--- src/rtl/unified_mem_arbiter_if.sv ---
// Bus bundle between the pipeline (Fetch / Memory stage), the arbiter and the unified memory.
// The slave modport is the arbiter's view; master is the pipeline-and-memory side.
interface unified_mem_arbiter_if #(
    parameter int ADDR_W = 32,
    parameter int DATA_W = 32
);
    logic              ifreq;
    logic [ADDR_W-1:0] ifaddr;
    logic [DATA_W-1:0] ifrdata;
    logic              ifvalid;
    logic              dreq;
    logic              dwe;
    logic [ADDR_W-1:0] daddr;
    logic [DATA_W-1:0] dwdata;
    logic [DATA_W-1:0] drdata;
    logic              dvalid;
    logic              stallF;
    logic              stallM;
    logic              memreq;
    logic              memwe;
    logic [ADDR_W-1:0] memaddr;
    logic [DATA_W-1:0] memwdata;
    logic [DATA_W-1:0] memrdata;
    logic              memack;

    modport slave (
        input  ifreq, ifaddr, dreq, dwe, daddr, dwdata, memrdata, memack,
        output ifrdata, ifvalid, drdata, dvalid, stallF, stallM,
               memreq, memwe, memaddr, memwdata
    );

    modport master (
        output ifreq, ifaddr, dreq, dwe, daddr, dwdata, memrdata, memack,
        input  ifrdata, ifvalid, drdata, dvalid, stallF, stallM,
               memreq, memwe, memaddr, memwdata
    );
endinterface

--- src/rtl/unified_mem_arbiter.sv ---
// Arbitrates one single-ported memory between instruction fetch and data access,
// data first, holding each request until memack and returning data with a one-cycle valid.
module unified_mem_arbiter #(
    parameter int ADDR_W = 32,
    parameter int DATA_W = 32,
    parameter int CNT_W  = 16
) (
    input  logic                 clk,
    input  logic                 rst,
    unified_mem_arbiter_if.slave bus,
    output logic [CNT_W-1:0]     conflict_cnt
);
    typedef enum logic [1:0] {IDLE, GNT_D, GNT_I, RESP} state_t;

    state_t            r_state;
    state_t            w_next;
    logic [ADDR_W-1:0] r_memaddr;
    logic [DATA_W-1:0] r_memwdata;
    logic              r_memwe;
    logic [DATA_W-1:0] r_ifrdata;
    logic [DATA_W-1:0] r_drdata;
    logic              r_ifvalid;
    logic              r_dvalid;
    logic [CNT_W-1:0]  r_cnt;
    logic              w_grant_d;
    logic              w_grant_i;
    logic              w_done_d;
    logic              w_done_i;
    logic              w_conflict;

    always_ff @(posedge clk or negedge rst) begin
        if (!rst) r_state <= IDLE;
        else      r_state <= w_next;
    end

    always_comb begin
        w_next    = r_state;
        w_grant_d = 1'b0;
        w_grant_i = 1'b0;
        w_done_d  = 1'b0;
        w_done_i  = 1'b0;
        case (r_state)
            IDLE: begin
                if (bus.dreq) begin
                    w_next    = GNT_D;
                    w_grant_d = 1'b1;
                end else if (bus.ifreq) begin
                    w_next    = GNT_I;
                    w_grant_i = 1'b1;
                end
            end
            GNT_D: begin
                if (bus.memack) begin
                    w_next   = RESP;
                    w_done_d = 1'b1;
                end
            end
            GNT_I: begin
                // A fetch killed by a redirect still completes on the bus, but its data is dropped.
                if (bus.memack) begin
                    w_next   = bus.ifreq ? RESP : IDLE;
                    w_done_i = bus.ifreq;
                end
            end
            RESP:    w_next = IDLE;
            default: w_next = IDLE;
        endcase
    end

    // RESP following a data access is the cycle with dvalid high.
    assign w_conflict = bus.ifreq && ((r_state == GNT_D) || ((r_state == RESP) && r_dvalid));

    always_ff @(posedge clk or negedge rst) begin
        if (!rst) begin
            r_memaddr  <= '0;
            r_memwdata <= '0;
            r_memwe    <= 1'b0;
            r_ifrdata  <= '0;
            r_drdata   <= '0;
            r_ifvalid  <= 1'b0;
            r_dvalid   <= 1'b0;
            r_cnt      <= '0;
        end else begin
            r_ifvalid <= w_done_i;
            r_dvalid  <= w_done_d;
            if (w_grant_d) begin
                r_memaddr  <= bus.daddr;
                r_memwdata <= bus.dwdata;
                r_memwe    <= bus.dwe;
            end else if (w_grant_i) begin
                r_memaddr <= bus.ifaddr;
                r_memwe   <= 1'b0;
            end
            if (w_done_d && !r_memwe) r_drdata <= bus.memrdata;
            if (w_done_i)             r_ifrdata <= bus.memrdata;
            if (w_conflict && (r_cnt != {CNT_W{1'b1}})) r_cnt <= r_cnt + 1'b1;
        end
    end

    // memreq decodes the state directly so an async reset drops it without a clock edge.
    assign bus.memreq   = (r_state == GNT_D) || (r_state == GNT_I);
    assign bus.memwe    = r_memwe;
    assign bus.memaddr  = r_memaddr;
    assign bus.memwdata = r_memwdata;
    assign bus.ifrdata  = r_ifrdata;
    assign bus.ifvalid  = r_ifvalid;
    assign bus.drdata   = r_drdata;
    assign bus.dvalid   = r_dvalid;
    assign bus.stallF   = bus.ifreq & ~r_ifvalid;
    assign bus.stallM   = bus.dreq & ~r_dvalid;
    assign conflict_cnt = r_cnt;
endmodule

--- src/flat_wrapper.sv ---
// flat-port wrapper written by rule: the top's interface ports become plain ports
module unified_mem_arbiter_flat 
#(
    parameter int ADDR_W = 32,
    parameter int DATA_W = 32,
    parameter int CNT_W  = 16
)
  (clk, rst, conflict_cnt, bus_ifreq, bus_ifaddr, bus_dreq, bus_dwe, bus_daddr, bus_dwdata, bus_memrdata, bus_memack, bus_ifrdata, bus_ifvalid, bus_drdata, bus_dvalid, bus_stallF, bus_stallM, bus_memreq, bus_memwe, bus_memaddr, bus_memwdata);
  unified_mem_arbiter_if #(.ADDR_W(ADDR_W), .DATA_W(DATA_W)) bus_i ();
  input  logic clk;
  input  logic rst;
  output logic [CNT_W-1:0] conflict_cnt;
  input wire logic [$bits(bus_i.ifreq)-1:0] bus_ifreq;
  input wire logic [$bits(bus_i.ifaddr)-1:0] bus_ifaddr;
  input wire logic [$bits(bus_i.dreq)-1:0] bus_dreq;
  input wire logic [$bits(bus_i.dwe)-1:0] bus_dwe;
  input wire logic [$bits(bus_i.daddr)-1:0] bus_daddr;
  input wire logic [$bits(bus_i.dwdata)-1:0] bus_dwdata;
  input wire logic [$bits(bus_i.memrdata)-1:0] bus_memrdata;
  input wire logic [$bits(bus_i.memack)-1:0] bus_memack;
  output wire logic [$bits(bus_i.ifrdata)-1:0] bus_ifrdata;
  output wire logic [$bits(bus_i.ifvalid)-1:0] bus_ifvalid;
  output wire logic [$bits(bus_i.drdata)-1:0] bus_drdata;
  output wire logic [$bits(bus_i.dvalid)-1:0] bus_dvalid;
  output wire logic [$bits(bus_i.stallF)-1:0] bus_stallF;
  output wire logic [$bits(bus_i.stallM)-1:0] bus_stallM;
  output wire logic [$bits(bus_i.memreq)-1:0] bus_memreq;
  output wire logic [$bits(bus_i.memwe)-1:0] bus_memwe;
  output wire logic [$bits(bus_i.memaddr)-1:0] bus_memaddr;
  output wire logic [$bits(bus_i.memwdata)-1:0] bus_memwdata;
  assign bus_i.ifreq = bus_ifreq;
  assign bus_i.ifaddr = bus_ifaddr;
  assign bus_i.dreq = bus_dreq;
  assign bus_i.dwe = bus_dwe;
  assign bus_i.daddr = bus_daddr;
  assign bus_i.dwdata = bus_dwdata;
  assign bus_i.memrdata = bus_memrdata;
  assign bus_i.memack = bus_memack;
  assign bus_ifrdata = bus_i.ifrdata;
  assign bus_ifvalid = bus_i.ifvalid;
  assign bus_drdata = bus_i.drdata;
  assign bus_dvalid = bus_i.dvalid;
  assign bus_stallF = bus_i.stallF;
  assign bus_stallM = bus_i.stallM;
  assign bus_memreq = bus_i.memreq;
  assign bus_memwe = bus_i.memwe;
  assign bus_memaddr = bus_i.memaddr;
  assign bus_memwdata = bus_i.memwdata;
  unified_mem_arbiter #(.ADDR_W(ADDR_W), .DATA_W(DATA_W), .CNT_W(CNT_W)) u_core (.clk(clk), .rst(rst), .bus(bus_i), .conflict_cnt(conflict_cnt));
endmodule
--- config.mk ---
export PLATFORM = sky130hd
export DESIGN_NAME = unified_mem_arbiter_flat
export DESIGN_NICKNAME = d
export VERILOG_FILES = /design/src/rtl/unified_mem_arbiter_if.sv /design/src/rtl/unified_mem_arbiter.sv /design/src/flat_wrapper.sv
export SDC_FILE = /design/constraint.sdc
export NUM_CORES = 1
export LEC_CHECK = 0
export CAP_MARGIN = 25
export CORE_ASPECT_RATIO = 0.9
export CORE_MARGIN = 8
export CORE_UTILIZATION = 39
export DETAILED_ROUTE_END_ITERATION = 10
export PLACE_DENSITY = 0.74
export SLEW_MARGIN = 20
export SYNTH_ARGS = -nofsm -noshare
export SYNTH_HDL_FRONTEND = slang
export SYNTH_SLANG_ARGS = --single-unit
export TNS_END_PERCENT = 20
--- constraint.sdc ---
create_clock -name clk -period 2.2 [get_ports clk]
set_clock_uncertainty 0.05 [all_clocks]
set_input_delay 0.33 -clock clk [delete_from_list [all_inputs] [get_ports clk]]
set_output_delay 0.33 -clock clk [all_outputs]
set_load 0.1 [all_outputs]
[Word level (Yosys, flattened, before mapping)]
Index checks and enable logic that the tools add are counted.
Storage, ports and cells
  bits of input ports: 134
  output and inout port bits: 150
  word-level logic and storage cells: 50
  flip-flop bits (word level): 149
Cells by class
  multiplexer cells: 19
  add/sub/neg operators: 1
  eq/ne operators: 7
  bitwise operators: 4
  reduce and logical (&&, ||, !) cells: 10
Operator list (count)
  $mux W32: 2
  $add A16 B1 Y16 const B: 1
  $ne A16 B16 Y1 const B: 1
  $mux W1: 11
  $mux W2: 5
  $pmux W2 S4: 1
  $eq A2 B2 Y1 const B: 2
  $logic_and A1 B1 Y1: 4
  $ne A2 B2 Y1 const B: 2
  $ne A3 B3 Y1 const B: 1
  $reduce_and A3 Y1: 1
  $and A1 B1 Y1: 2
  $eq A2 B1 Y1 const B: 1
  $logic_not A2 Y1: 1
  $logic_or A1 B1 Y1: 2
  $not A1 Y1: 2
  $reduce_bool A2 Y1: 1
  $logic_not A1 Y1: 1

[Longest topological paths before layout]
Gate-level depths: netlist of the first run.
  word-level depth: 5
  mapped depth: 8
  depth with buffers taken out: 6

[Worst setup path after synthesis of the first run]
OpenSTA, ideal clock, no wires.
  kind: reg-to-output
  start: register u_core.r_dvalid, in the netlist u_core.bus.dvalid
  end: output port bus_stallM
  data arrival time: 2222 ps
  stages on the path, launching flop included: 2
  setup slack: -402 ps
  cells stage by stage: dfrtp_1 -> nor2b_1
Between the ends
  longest elaborated chain between the ends: 2
RTL lines
  from (decl): line unified_mem_arbiter.sv:23  | logic r_dvalid;
  from (signal assigned): line unified_mem_arbiter.sv:85  | r_dvalid <= w_done_d;
  $not A1 Y1: line unified_mem_arbiter.sv:110  | assign bus.stallM = bus.dreq & ~r_dvalid;
  $and A1 B1 Y1: line unified_mem_arbiter.sv:110
  to (decl): line flat_wrapper.sv:26  | output wire logic [$bits(bus_i.stallM)-1:0] bus_stallM;
Every way passes these cells.

[Final worst setup path of the first run]
  start: register u_core.r_cnt[0], in the netlist u_core.conflict_cnt[0]
  end: register u_core.r_cnt[12], in the netlist u_core.conflict_cnt[12]
Between the ends
  longest elaborated chain between the ends: 2
RTL lines
  from (decl): line unified_mem_arbiter.sv:24  | logic [CNT_W-1:0] r_cnt;
  from (signal assigned): line unified_mem_arbiter.sv:96  | if (w_conflict && (r_cnt != {CNT_W{1'b1}})) r_cnt <= r_cnt + 1'b1;
  branches (longest 2 deep; another with $add A16 B1 Y16)
Parallel ways; which one is timed is not known.
A chain may end at the register's enable or synchronous reset.

==> results of run 1 <==
synthesized netlist by cell type:
cell type / number
sky130_fd_sc_hd__nor3_1: 3
sky130_fd_sc_hd__inv_1: 5
sky130_fd_sc_hd__xor2_1: 15
sky130_fd_sc_hd__mux2_1: 2
sky130_fd_sc_hd__buf_2: 7
sky130_fd_sc_hd__clkbuf_1: 14
sky130_fd_sc_hd__mux2_2: 95
sky130_fd_sc_hd__nor4_2: 1
sky130_fd_sc_hd__nand4_2: 1
sky130_fd_sc_hd__mux2i_1: 32
sky130_fd_sc_hd__o22ai_1: 1
sky130_fd_sc_hd__a21oi_1: 2
sky130_fd_sc_hd__a21o_1: 1
sky130_fd_sc_hd__nor3b_1: 3
sky130_fd_sc_hd__nor2_1: 7
sky130_fd_sc_hd__and2_1: 1
sky130_fd_sc_hd__nor4bb_1: 1
sky130_fd_sc_hd__or4b_4: 1
sky130_fd_sc_hd__nor4b_1: 5
sky130_fd_sc_hd__o32a_1: 1
sky130_fd_sc_hd__a32o_1: 1
sky130_fd_sc_hd__nand4_1: 2
sky130_fd_sc_hd__nand2b_1: 1
sky130_fd_sc_hd__nor2b_1: 1
sky130_fd_sc_hd__nand3_1: 4
sky130_fd_sc_hd__nor4_1: 1
sky130_fd_sc_hd__nand2_1: 40
sky130_fd_sc_hd__and4_1: 1
sky130_fd_sc_hd__a41oi_1: 1
sky130_fd_sc_hd__o21ai_0: 33
sky130_fd_sc_hd__dfrtp_1: 149
sky130_fd_sc_hd__and4_2: 1
sky130_fd_sc_hd__o21ai_1: 1
sky130_fd_sc_hd__nand4_4: 1
sky130_fd_sc_hd__buf_1: 1
sky130_fd_sc_hd__nor4_4: 1
sky130_fd_sc_hd__ha_1: 5
stage by stage:
stage	cells	hold WS, ns	util (%)	area, um^2	setup slack, ns
2_1_floorplan	442	-0.0156	-	6110	-0.320
3_3_place_gp	920	0.181	58.4	8960	0.204
3_5_place_dp	920	0.178	58.4	8960	0.166
4_1_cts	953	0.314	62.4	9560	0.183
5_1_grt	953	0.336	62.4	9560	0.00144
6_report	953	0.317	62.4	9560	0.179
how the worst max path moves through the flow:
stage	endpoint	depth (start not counted)	slack, ns
global placement	u_core.conflict_cnt[14]	5	0.20
detailed placement	u_core.conflict_cnt[12]	5	0.17
global route	u_core.conflict_cnt[12]	6	0.001
CTS	u_core.conflict_cnt[12]	6	0.18
floorplan	bus_stallF	1	-0.32
finish	u_core.conflict_cnt[12]	5	0.18
registers in the layout, indices dropped and copies added (netlist names):
name                 cells
u_core.bus.memaddr      32
u_core.bus.ifvalid       1
u_core.bus.memwdata     32
u_core.conflict_cnt     16
u_core.bus.dvalid        1
u_core.bus.ifrdata      32
u_core.bus.drdata       32
u_core.bus.memwe         1
u_core.r_state           2
cell type report:
cell class / instances / share of cell area [%]
Multi-Input combinational cell: 266 / 23.8
Sequential cell: 149 / 39.1
Inverter: 5 / 0.196
Tap cell: 202 / 2.64
Timing Repair Buffer: 299 / 28.0
Clock buffer: 20 / 4.57
Clock inverter: 12 / 1.61
worst max-delay path: stages, from the launching register on:
cell                      delay (ns)
sky130_fd_sc_hd__dfrtp_4        0.44
sky130_fd_sc_hd__ha_1           0.24
sky130_fd_sc_hd__nand4_4        0.15
sky130_fd_sc_hd__or4b_4         0.57
sky130_fd_sc_hd__nor3b_1        0.30
sky130_fd_sc_hd__xor2_1         0.20
layer usage:
layer,vias to the layer above,wire length [um],track usage (%)
li1,2152,-,-
met1,2231,6580,19.0
met2,173,9410,32.4
met3,22,1720,8.03
met4,0,300,6.17
met5,-,0,0
cell families after synthesis:
kind of cell / share of synthesized area (%)
and+or+nand+nor: 6.98
muxes: 23.2
AOI/OAI and AO/OA: 3.66
DFF: 61.2
buffers and inverters: 1.81
xor gates and xnor gates: 2.16
adders and majority gates: 1.03
timing repair:
action                                 4_1_cts  5_1_grt
buffers inserted                             0        0
hold buffers                                 1        0
endpoints found under the hold margin       30        0
==> impl_metrics.sql, run 1 <==
INSERT INTO impl_metrics (metric_group, metric, value, unit) VALUES
('critical_path', 'criticalPathCategory', 'reg2reg', ''),
('floorplan', 'floorplan.die.width', '148', 'um'),
('synth', 'synthTopCellsByArea', 'sky130_fd_sc_hd__dfrtp_1 61%, sky130_fd_sc_hd__mux2_2 18%, sky130_fd_sc_hd__mux2i_1 5.3%', ''),
('floorplan', 'rows', '43', ''),
('cts', 'cts_root_buffer', 'sky130_fd_sc_hd__clkbuf_16', ''),
('global_routing', 'grt_pass1_vias', '5194', ''),
('cts', 'cts_resized', '0', ''),
('synth', 'ys_ff_latch', '149', ''),
('synth', 'netlist.area_leader.share', '61.2', '%'),
('synth', 'avgSynthCellArea', '13.8', 'um^2'),
('place', 'place.gp.congestion', '0.790', ''),
('critical_path', 'startpoint_types', 'flop', ''),
('timing', 'fin_max_slew_vios', '0', ''),
('cts', 'clock_latency_of_the_later_clocked_register_in_the_worst_skew_pair', '0.41', 'ns'),
('timing', 'finalHoldViolCount', '0', ''),
('place', 'placement.io_buffers', '283', ''),
('floorplan', 'number_of_top_level_pins', '284', ''),
('global_routing', 'antenna_violations_before_repair', '0', ''),
('global_routing', 'grt_first_pass_wirelength', '28600', 'um'),
('finish', 'num-nets-final', '877', ''),
('drt', 'detail-route-antenna-nets', '0', ''),
('critical_path', 'ff2ff_path_depth', '5', ''),
('cts', 'clock_pin_slew_worst_setup_and_hold_paths', '0.06', 'ns'),
('drt', 'post-route-drc-count', '0', ''),
('finish', 'multi_input_comb_area', '2280', 'um^2'),
('job', 'max_cap_viols', '0', ''),
('cts', 'clock_tree_from_tritoncts', 'built', ''),
('synth', 'mappedNetlistNets', '581', ''),
('critical_path', 'worst_ep_required_time', '2.48', 'ns'),
('cts', 'cts_buffer_depth', '2', ''),
('finish', 'storage_cell_area', '3740', 'um^2'),
('synth', 'yosysUniqueCellTypes', '37', ''),
('drt', 'detail_route.wl_per_cell', '18.9', 'um'),
('global_routing', 'largest_net_degree_at_the_start_of_global_routing', '64', ''),
('cts', 'clock_sinks', '149', ''),
('timing', 'max_freq', '495', 'MHz'),
('critical_path', 'crit_start', 'u_core.conflict_cnt[0]', ''),
('synth', 'number_of_warning_messages_in_the_yosys_log', '0', ''),
('synth', 'post_synth_inst_count', '442', ''),
('critical_path', 'r2r_slack', '0.18', 'ns'),
('floorplan', 'core-area', '15300', 'um^2'),
('timing', 'final_min_period_over_clock_period', '91.9', '%'),
('timing', 'maxSlewHeadroom', '62.7', '%'),
('drt', 'totalWireLength', '18000', 'um'),
('cts', 'cts_htree_levels', '4', ''),
('floorplan', 'fp.dieH', '135', 'um'),
('critical_path', 'worst_r2r_endpoint', 'u_core.conflict_cnt[12]', ''),
('drt', 'drt_iter0_markers', '120', ''),
('synth', 'synth_top_cell_by_area', 'sky130_fd_sc_hd__dfrtp_1', ''),
('place', 'dp_hpwl', '14000', 'um'),
('critical_path', 'timing.critical_path.arrival', '2.30', 'ns'),
('finish', 'share_of_final_layout_standard_cells_stronger_than_drive_strength_1', '40.9', '%'),
('hold_path', 'timing.hold.worst.class', 'in2async', ''),
('timing', 'tightestPinTransition', '0.556', 'ns'),
('timing', 'setup_viol', '0', ''),
('critical_path', 'critical_path.endpoint_type', 'flop', ''),
('finish', 'synthToLayoutAreaGrowth', '56.9', '%'),
('finish', 'antenna-diode-count', '0', ''),
('timing', 'rsz0062_at_grt', 'no', ''),
('floorplan', 'start_util', '39.7', '%'),
('timing', 'fin_tns_setup', '0', 'ns'),
('cts', 'cts_inserted_buffers', '17', ''),
('finish', 'mostFrequentLayoutCells', '157 x sky130_fd_sc_hd__buf_4, 141 x sky130_fd_sc_hd__dfrtp_1, 132 x sky130_fd_sc_hd__clkdlybuf4s50_1', ''),
('run_status', 'result_of_the_run', 'finished clean', ''),
('drt', 'firstDrtPassIters', '4', ''),
('synth', 'seq_area_frac_synth', '61.2', '%'),
('global_routing', 'grt.overflow.total', '0', ''),
('drt', 'via_to_cell_ratio', '4.80', ''),
('critical_path', 'rr_startpoint', 'u_core.conflict_cnt[0]', ''),
('floorplan', 'floorplan.die_area', '19900', 'um^2'),
('critical_path', 'path_max_fanout', '5', ''),
('drt', 'detailroute.via_count', '4578', ''),
('finish', 'layout.filler_cells', '1223', ''),
('global_routing', 'grt_use_total', '18.2', '%'),
('synth', 'synthesis.area', '6090', 'um^2'),
('finish', 'layout.cells.most_common', 'sky130_fd_sc_hd__buf_4', ''),
('timing', 'post-route-min-period', '2.02', 'ns');
Power of run 1 is left out: the tool's default activity adds up to more than one toggle a clock period on the data nets, which glitch-free logic cannot reach.
==> run 2, diff against run 1 <==
==> constraint.sdc (replaced) <==
create_clock -name clk -period 2.3 [get_ports clk]
set_clock_uncertainty 0.05 [all_clocks]
set_input_delay 0.345 -clock clk [delete_from_list [all_inputs] [get_ports clk]]
set_output_delay 0.345 -clock clk [all_outputs]
set_load 0.1 [all_outputs]
==> run 2 against run 1 <==
Compared with the run above:
- first-iteration DRC count up 100%
- sequential cell count did not move
- global-route usage grew 0.41 points
- final area up 0.46%
- worst hold slack better by 0.11 ns
- die area stayed put
- critical path depth rose by 1
- highest routed layer unchanged
==> impl_metrics.sql, run 2 (same netlist as run 1, synthesis figures left out) <==
INSERT INTO impl_metrics (metric_group, metric, value, unit) VALUES
('place', 'post-place-ws', '0.223', 'ns'),
('run_status', 'result_of_the_run', 'finished clean', ''),
('finish', 'layout.cells.most_common', 'sky130_fd_sc_hd__buf_4', ''),
('finish', 'layout.filler_cells', '1207', ''),
('cts', 'clock_pin_slew_worst_setup_and_hold_paths', '0.06', 'ns'),
('floorplan', 'floorplan.die_area', '19900', 'um^2'),
('critical_path', 'crit_start', 'u_core.r_state[1]', ''),
('finish', 'antenna-diode-count', '0', ''),
('cts', 'clock_tree_from_tritoncts', 'built', ''),
('floorplan', 'core-area', '15300', 'um^2'),
('global_routing', 'largest_net_degree_at_the_start_of_global_routing', '76', ''),
('critical_path', 'ff2ff_path_depth', '6', ''),
('drt', 'detail-route-antenna-nets', '0', ''),
('timing', 'smallest_setup_slack_after_layout', '0.327', 'ns'),
('hold_path', 'timing.hold.worst.start', 'u_core.bus.memaddr[2]', ''),
('timing', 'fin_max_slew_vios', '0', ''),
('global_routing', 'grt_use_total', '18.7', '%'),
('floorplan', 'fp.dieH', '135', 'um'),
('drt', 'detailroute.via_count', '4588', ''),
('floorplan', 'number_of_top_level_pins', '284', ''),
('critical_path', 'path_max_fanout', '5', ''),
('cts', 'cts_buffer_depth', '2', ''),
('place', 'placed_cells_incl_taps', '917', ''),
('timing', 'finalHoldViolCount', '0', ''),
('drt', 'post-route-drc-count', '0', ''),
('drt', 'drt_iter0_markers', '241', ''),
('timing', 'final_min_period_over_clock_period', '85.8', '%'),
('timing', 'tightestPinTransition', '0.431', 'ns'),
('place', 'placement.io_buffers', '283', ''),
('finish', 'final_cell_count_no_fill', '950', ''),
('cts', 'cts_inserted_buffers', '17', ''),
('finish', 'mostFrequentLayoutCells', '154 x sky130_fd_sc_hd__buf_4, 142 x sky130_fd_sc_hd__dfrtp_1, 132 x sky130_fd_sc_hd__clkdlybuf4s50_1', ''),
('global_routing', 'grt_first_pass_wirelength', '29000', 'um'),
('place', 'place.gp.congestion', '0.835', ''),
('timing', 'max_freq', '507', 'MHz'),
('global_routing', 'antenna_violations_before_repair', '0', ''),
('finish', 'synthToLayoutAreaGrowth', '57.7', '%'),
('place', 'dp_hpwl', '13800', 'um'),
('cts', 'clock_latency_of_the_later_clocked_register_in_the_worst_skew_pair', '0.42', 'ns'),
('cts', 'clock_sinks', '149', ''),
('critical_path', 'rr_startpoint', 'u_core.r_state[1]', ''),
('critical_path', 'crit_end', 'u_core.conflict_cnt[14]', ''),
('job', 'max_cap_viols', '0', ''),
('finish', 'finalCoreUtilization', '62.7', '%'),
('critical_path', 'critical_path.endpoint_type', 'flop', ''),
('global_routing', 'grt_pass1_vias', '5203', ''),
('cts', 'cts_resized', '0', ''),
('floorplan', 'rows', '43', ''),
('hold_path', 'timing.hold.worst.class', 'reg2reg', ''),
('timing', 'rsz0062_at_grt', 'no', ''),
('cts', 'cts_htree_levels', '4', ''),
('drt', 'totalWireLength', '18000', 'um'),
('finish', 'share_of_final_layout_standard_cells_stronger_than_drive_strength_1', '40.9', '%'),
('global_routing', 'grt.overflow.total', '0', ''),
('floorplan', 'start_util', '39.7', '%'),
('critical_path', 'r2r_slack', '0.33', 'ns'),
('cts', 'cts_root_buffer', 'sky130_fd_sc_hd__clkbuf_16', ''),
('timing', 'setup_viol', '0', ''),
('critical_path', 'timing.critical_path.arrival', '2.27', 'ns'),
('timing', 'post-route-min-period', '1.97', 'ns'),
('critical_path', 'worst_ep_required_time', '2.59', 'ns'),
('floorplan', 'floorplan.die.width', '148', 'um'),
('critical_path', 'criticalPathCategory', 'reg2reg', ''),
('drt', 'detail_route.wl_per_cell', '18.9', 'um'),
('critical_path', 'worst_r2r_endpoint', 'u_core.conflict_cnt[14]', ''),
('finish', 'num-nets-final', '874', ''),
('drt', 'firstDrtPassIters', '4', ''),
('drt', 'via_to_cell_ratio', '4.83', ''),
('critical_path', 'startpoint_types', 'flop', ''),
('timing', 'fin_tns_setup', '0', 'ns'),
('timing', 'maxSlewHeadroom', '71.0', '%');
[run 2: changes by cell type in the layout (fill, tap and decap cells not counted)]
cell,delta
sky130_fd_sc_hd__dfrtp_4,-2
sky130_fd_sc_hd__clkinvlp_4,+1
sky130_fd_sc_hd__bufinv_16,+2
sky130_fd_sc_hd__clkbuf_1,-3
sky130_fd_sc_hd__clkinv_2,-3
sky130_fd_sc_hd__dfrtp_2,+1
sky130_fd_sc_hd__clkinv_4,+2
sky130_fd_sc_hd__buf_4,-3
sky130_fd_sc_hd__dfrtp_1,+1
sky130_fd_sc_hd__clkbuf_8,+1
[run 2: layer usage]
| metal | track usage [%] | vias up | routed length [um] |
|---|---|---|---|
| met5 | 0 | - | 0 |
| met4 | 7.92 | 0 | 504 |
| met3 | 7.96 | 35 | 1650 |
| met2 | 32.3 | 184 | 9210 |
| met1 | 19.6 | 2227 | 6620 |
| li1 | - | 2142 | - |
[run 2: worst min-delay path by stage]
stage / slack (ns) / to / cells past startpoint
2_1_floorplan: -0.0006 / u_core.bus.drdata[0] / 0
3_3_place_gp: 0.33 / u_core.conflict_cnt[11] / 2
3_5_place_dp: 0.34 / u_core.conflict_cnt[11] / 2
4_1_cts: 0.44 / u_core.bus.memaddr[24] / 2
5_1_grt: 0.46 / u_core.conflict_cnt[7] / 1
6_report: 0.43 / u_core.bus.memaddr[2] / 2
[run 2: worst max-delay path: stages, from the launching register on]
cell	delay [ns]
sky130_fd_sc_hd__dfrtp_1	0.42
sky130_fd_sc_hd__inv_1	0.14
sky130_fd_sc_hd__ha_1	0.20
sky130_fd_sc_hd__a21o_1	0.17
sky130_fd_sc_hd__or4b_4	0.51
sky130_fd_sc_hd__nor4_2	0.26
sky130_fd_sc_hd__xor2_1	0.16
[run 2: cell type report]
type | instances | area, um^2 | share of cell area (%)
Inverter | 5 | 18.8 | 0.195
Multi-Input combinational cell | 266 | 2280 | 23.7
Sequential cell | 149 | 3740 | 38.9
Clock buffer | 18 | 439 | 4.57
Clock inverter | 14 | 224 | 2.33
Tap cell | 202 | 253 | 2.63
Timing Repair Buffer | 296 | 2660 | 27.7
[run 2: what timing repair did]
action	in CTS	in global routing
hold buffers	1	0
endpoints found under the hold margin	149	0
setup buffers	0	0
[run 2: through the flow]
stage	hold WS, ns	cell area (um^2)
2_1_floorplan	-0.000591	6100
3_3_place_gp	0.329	8930
3_5_place_dp	0.337	8930
4_1_cts	0.436	9610
5_1_grt	0.457	9610
6_report	0.430	9610
Power of run 2 is left out for the same reason.
==> edit 1 (flow settings as in run 1) <==
Encoding of `state_t`: now Gray code (2 bits for 4 states).
--- a/src/rtl/unified_mem_arbiter.sv
+++ b/src/rtl/unified_mem_arbiter.sv
@@ -10,7 +10,7 @@
     unified_mem_arbiter_if.slave bus,
     output logic [CNT_W-1:0]     conflict_cnt
 );
-    typedef enum logic [1:0] {IDLE, GNT_D, GNT_I, RESP} state_t;
+    typedef enum logic [1:0] {IDLE = 2'b00, GNT_D = 2'b01, GNT_I = 2'b11, RESP = 2'b10} state_t;
 
     state_t            r_state;
     state_t            w_next;
Function: no difference found for any inputs over 4 cycles, from zero or initial values and one cycle with rst low; so few cycles prove little.
==> edit 1 against run 1 <==
Utilization fell by 1.9 points. Cell area rose by 0.52%. Area after synthesis rose by 2.9%. Non-clock buffer count rose by 3. Wire length rose by 2.3%. Sequential cell count did not move. Hold slack improved by 0.074 ns. Setup slack improved by 0.19 ns.
Power is not shown: default switching activity piles up to over one toggle a cycle in this logic, so the estimate is an artifact.
==> edit 1: results (changes against run 1) <==
final net count: 934 (+6.5%)
Max Used Layer: met4
Slew HR: 62.2% (-0.49 points)
synth warn: 0 (unchanged)
worst reg2reg path startpoint: u_core.conflict_cnt[0]$_DFFE_PN0P_
Worst Hold Class: in -> async
FF-to-FF setup slack: 0.36 ns (+0.19 ns)
Worst R2R End: u_core.conflict_cnt[1]$_DFFE_PN0P_
vias post-DR: 4910 (+7.3%)
Post-Synthesis Net Count: 639 (+10%)
crit-path max FO: 8 (+3)
global placement routability congestion: 0.841 (+6.4%)
DR pass1 iterations: 4 (unchanged)
worst r2r path cells: 5 (unchanged)
vias in the first global route: 5556 (+7.0%)
CP max stage delay: 0.41 ns (-0.16 ns)
first-pass GRT wire length: 29.2 mm (+2.1%)
clk_lat worst skew: 0.42 ns
most frequent cells after synthesis: dfrtp_1, nand2_1, mux2i_1
clk slew on worst S/H paths: 0.06 ns (about the same)
maximum level of the CTS H-tree: 4 (unchanged)
initial antenna violation count: 0 (unchanged)
Routed met2 length: 9.02 mm (-4.1%)
post-synthesis sequential area ratio: 59.5% (-1.7 points)
share of cells above drive strength 1: 33.7% (-7.1 points)
asr flop ratio synth: 100% (unchanged)
clk root buf: clkbuf_16
clk buf depth: 2 (unchanged)
port bufs: 283 (unchanged)
Resized Gates After CTS: 0 (unchanged)
dominant cells by area after synthesis: dfrtp_1, nand2_1, mux2_4, mux2i_1, mux2_1
dpl ws: 0.236 ns (+0.0703 ns)
slowest stage cell, crit path: dfrtp_2
Post-Synth XOR/XNOR Area: 2.10% (-0.060 points)
CP Data Arrival Time: 2.09 ns (-0.21 ns)
final WL: 18.4 mm (+2.3%)
Cell variety after synth: 38 (+2.7%)
placed cell areas: 9020 sq um (+0.66%)
Hold Buf Count CTS: 1 (unchanged)
metal3 WL: 1.98 mm (+16%)
Fillers: 1309 (+7.0%)
hold slack final: 0.391 ns (+0.0744 ns)
Post-Synth Adder-Cell Area: 0.200% (-0.83 points)
Synth Flop Type: dfrtp_1
TritonCTS Buffers: 17 (unchanged)
largest net degree at the start of global routing: 62 (-3.1%)
Final HPWL DP: 14.3 mm (+2.2%)
mux contribution to synthesized area: 18.6% (-4.5 points)
Iteration-0 DRC Markers: 208 (+73%)
top cell family by delay on the critical path: simple AND/OR/NAND/NOR gates
number of setup buffers added after CTS: 0 (unchanged)
Synth Area in Compound Gates: 3.63% (-0.022 points)
# diodes: 0 (unchanged)
status: finished, final reports clean
M1 wire length: 7.01 mm (+6.6%)
Tot GR Track Use: 18.4% (+0.11 points)
# setup viols final: 0 (unchanged)
==> edit 1: changes by cell type in the layout (fill, tap and decap cells not counted), moves of 4 or more <==
| cell | change |
|---|---|
| xnor2_1 | +10 |
| xor2_1 | -10 |
| mux2_1 | +15 |
| o21ai_0 | -19 |
| nand4_1 | +5 |
| mux2_2 | -78 |
| buf_4 | +5 |
| nor4b_1 | -5 |
| ha_1 | -4 |
| o21ai_1 | +22 |
| nand2_1 | +97 |
| mux2_4 | +31 |
| dfrtp_2 | +4 |
==> edit 1: metrics by stage <==
stage,cells,util [%]
3_5_place_dp,986,56.7
3_3_place_gp,986,56.7
4_1_cts,1019,60.4
6_report,1019,60.4
2_1_floorplan,504,-
5_1_grt,1019,60.4
==> edit 1: routing by layer <==
layer	vias up	track usage (%)
li1	2279	-
met1	2389	20.2
met2	209	30.3
met3	33	8.39
met4	0	7.39
met5	-	0
==> edit 1: how the worst max path moves through the flow <==
stage,cells past startpoint,end,startpoint,slack [ns]
3_5_place_dp,5,u_core.bus.drdata[31]$_DFFE_PN0P_,bus_memack,0.24
6_report,5,u_core.conflict_cnt[1]$_DFFE_PN0P_,u_core.conflict_cnt[0]$_DFFE_PN0P_,0.36
3_3_place_gp,5,u_core.bus.drdata[31]$_DFFE_PN0P_,bus_memack,0.26
2_1_floorplan,4,u_core.conflict_cnt[1]$_DFFE_PN0P_,u_core.conflict_cnt[6]$_DFFE_PN0P_,0.01
5_1_grt,6,u_core.conflict_cnt[10]$_DFFE_PN0P_,u_core.conflict_cnt[1]$_DFFE_PN0P_,0.25
4_1_cts,5,u_core.conflict_cnt[1]$_DFFE_PN0P_,u_core.conflict_cnt[0]$_DFFE_PN0P_,0.35
==> edit 1: cell type report <==
cell class              instances  share of cell area, %
inverters                       3                  0.117
flip-flops and latches        149                   38.9
clock buffers                  18                   4.57
clock inverters                14                   1.48
multi-input cells             326                   24.4
repair buffers                302                   27.9
well taps                     207                   2.69
==> edit 1: cell families after synthesis <==
kind of cell	count (synthesis)
AO/OA/AOI/OAI	40
XOR/XNOR	15
adder cells (fa/ha/maj)	1
buffers and inverters	29
flip-flops	149
multiplexers	97
AND/OR/NAND/NOR	173
==> edit 2 (config.mk and constraints of run 1) <==
Without the edit above. `CNT_W` is set to 16 in 2 places; all go to 20.
--- a/src/rtl/unified_mem_arbiter.sv
+++ b/src/rtl/unified_mem_arbiter.sv
@@ -3,7 +3,7 @@
 module unified_mem_arbiter #(
     parameter int ADDR_W = 32,
     parameter int DATA_W = 32,
-    parameter int CNT_W  = 16
+    parameter int CNT_W  = 20
 ) (
     input  logic                 clk,
     input  logic                 rst,
--- a/src/flat_wrapper.sv
+++ b/src/flat_wrapper.sv
@@ -3,7 +3,7 @@
 #(
     parameter int ADDR_W = 32,
     parameter int DATA_W = 32,
-    parameter int CNT_W  = 16
+    parameter int CNT_W  = 20
 )
   (clk, rst, conflict_cnt, bus_ifreq, bus_ifaddr, bus_dreq, bus_dwe, bus_daddr, bus_dwdata, bus_memrdata, bus_memack, bus_ifrdata, bus_ifvalid, bus_drdata, bus_dvalid, bus_stallF, bus_stallM, bus_memreq, bus_memwe, bus_memaddr, bus_memwdata);
   unified_mem_arbiter_if #(.ADDR_W(ADDR_W), .DATA_W(DATA_W)) bus_i ();
Interface: changed (resized conflict_cnt); port bits go from 284 to 288. No check against the original RTL was run, so the function may have changed too.
==> edit 2 against run 1 <==
Final cell count grew 2.2%. Cell area grew 1.9%. Die area grew 2.4%. Utilization shrank 1.1 points. Sequential cell count grew 4. Critical endpoint is now u_core.bus.memwdata[0]$_DFFE_PN0P_. Setup slack gained 0.053 ns. Wire length grew 1.7%. Highest routed layer is now met5. Area after synthesis grew 2.7%.
Power is not shown: default switching activity piles up to over one toggle a cycle in this logic, so the estimate is an artifact.
==> edit 2: results (changes against run 1) <==
share of cells above drive strength 1: 33.8% (-7.1 points)
vias post-DR: 4748 (+3.7%)
mux contribution to synthesized area: 22.6% (-0.61 points)
port bufs: 287 (+1.4%)
Final HPWL DP: 14.4 mm (+2.7%)
first-pass GRT wire length: 28.9 mm (+1.0%)
CP Capture Type: flip-flop
Tightest Pin Transition: 0.468 ns (-0.0878 ns)
largest net degree at the start of global routing: 66 (+3.1%)
Worst R2R End: u_core.bus.memwdata[0]$_DFFE_PN0P_
CP max stage delay: 0.48 ns (-0.09 ns)
final net count: 895 (+2.1%)
Worst Hold Class: in -> async
Post-Synthesis Net Count: 600 (+3.3%)
Post-Synth XOR/XNOR Area: 2.24% (+0.083 points)
initial antenna violation count: 1 (+1)
most frequent cells after synthesis: dfrtp_1, mux2_2, mux2_1
status: finished, final reports clean
worst reg2reg path startpoint: u_core.r_state[1]$_DFFE_PN0P_
post-synthesis sequential area ratio: 61.2% (about the same)
global placement routability congestion: 0.771 (-2.4%)
Tot GR Track Use: 18.4% (+0.11 points)
Routed met2 length: 9.57 mm (+1.7%)
wire length per cell: 18.8 um (-0.45%)
slowest stage cell, crit path: dfrtp_1
metal3 WL: 1.50 mm (-13%)
Post-Synth Adder-Cell Area: 1.00% (-0.027 points)
crit-path max FO: 16 (+11)
M1 wire length: 6.85 mm (+4.1%)
Synth Area in Compound Gates: 4.64% (+0.98 points)
Mapped Cells: 461 (+4.3%)
clk root buf: clkbuf_16
Max Used Layer: met5
non-filler cells, final: 974 (+2.2%)
FF-to-FF setup slack: 0.23 ns (+0.05 ns)
## edit 2: changes by cell type after synthesis, moves of 4 or more
cell and delta:
xor2_1 -8, nand4_1 +4, mux2_1 +46, buf_2 +6, dfrtp_1 +4, mux2_2 -46
nor4b_1 -5, xnor2_1 +9, clkbuf_1 -6
## edit 2: final cells by class
class | count | area, sq um
flip-flops and latches | 153 | 3830
repair buffers | 298 | 2690
clock inverters | 10 | 143
inverters | 6 | 22.5
clock buffers | 20 | 457
fillers | 1264 | 6170
multi-input cells | 280 | 2340
well taps | 207 | 259
## edit 2: critical path: cells and delay by family (launching register included)
| family | cells | cell delay [ns] |
|---|---|---|
| simple gates | 1 | 0.29 |
| mux | 1 | 0.36 |
| fa+ha+maj | 1 | 0.30 |
| flops | 1 | 0.48 |
| buf+inv | 2 | 0.37 |
## edit 2: how the worst min path moves through the flow
stage                                   endpoint  cells past startpoint  start  slack (ns)
3_3_place_gp    u_core.bus.drdata[4]$_DFFE_PN0P_                      1    rst        0.25
2_1_floorplan   u_core.bus.drdata[0]$_DFFE_PN0P_                      0    rst       -0.02
6_report       u_core.bus.ifrdata[4]$_DFFE_PN0P_                      2    rst        0.36
3_5_place_dp   u_core.bus.ifrdata[4]$_DFFE_PN0P_                      1    rst        0.25
5_1_grt        u_core.bus.ifrdata[4]$_DFFE_PN0P_                      2    rst        0.41
4_1_cts        u_core.bus.ifrdata[4]$_DFFE_PN0P_                      2    rst        0.39
## edit 2: repair_timing
action | CTS | global route
gates resized for setup | 0 | 1
hold buffers | 1 | 0
hold endpoints to repair | 45 | 0
setup endpoints to repair | 0 | 1
## edit 2: metrics by stage
stage | instance area (sq um) | setup TNS (ns) | setup WS, ns
detailed placement | 9130 | 0 | 0.131
floorplan | 6270 | -0.994 | -0.156
CTS | 9740 | 0 | 0.137
global placement | 9130 | 0 | 0.269
finish | 9740 | 0 | 0.232
global route | 9740 | 0 | 0.0785
## edit 2: cell families after synthesis
kind of cell    Yosys count
flops                   153
mux                     129
buf+inv                  28
simple gates             80
fa+ha+maj                 5
xor+xnor                 16
compound gates           50
## edit 2: per-layer routing
metal / up-vias / track usage [%]
li1: 2218 / -
met1: 2354 / 20.5
met2: 150 / 31.3
met3: 24 / 7.05
met4: 2 / 6.78
met5: - / 0
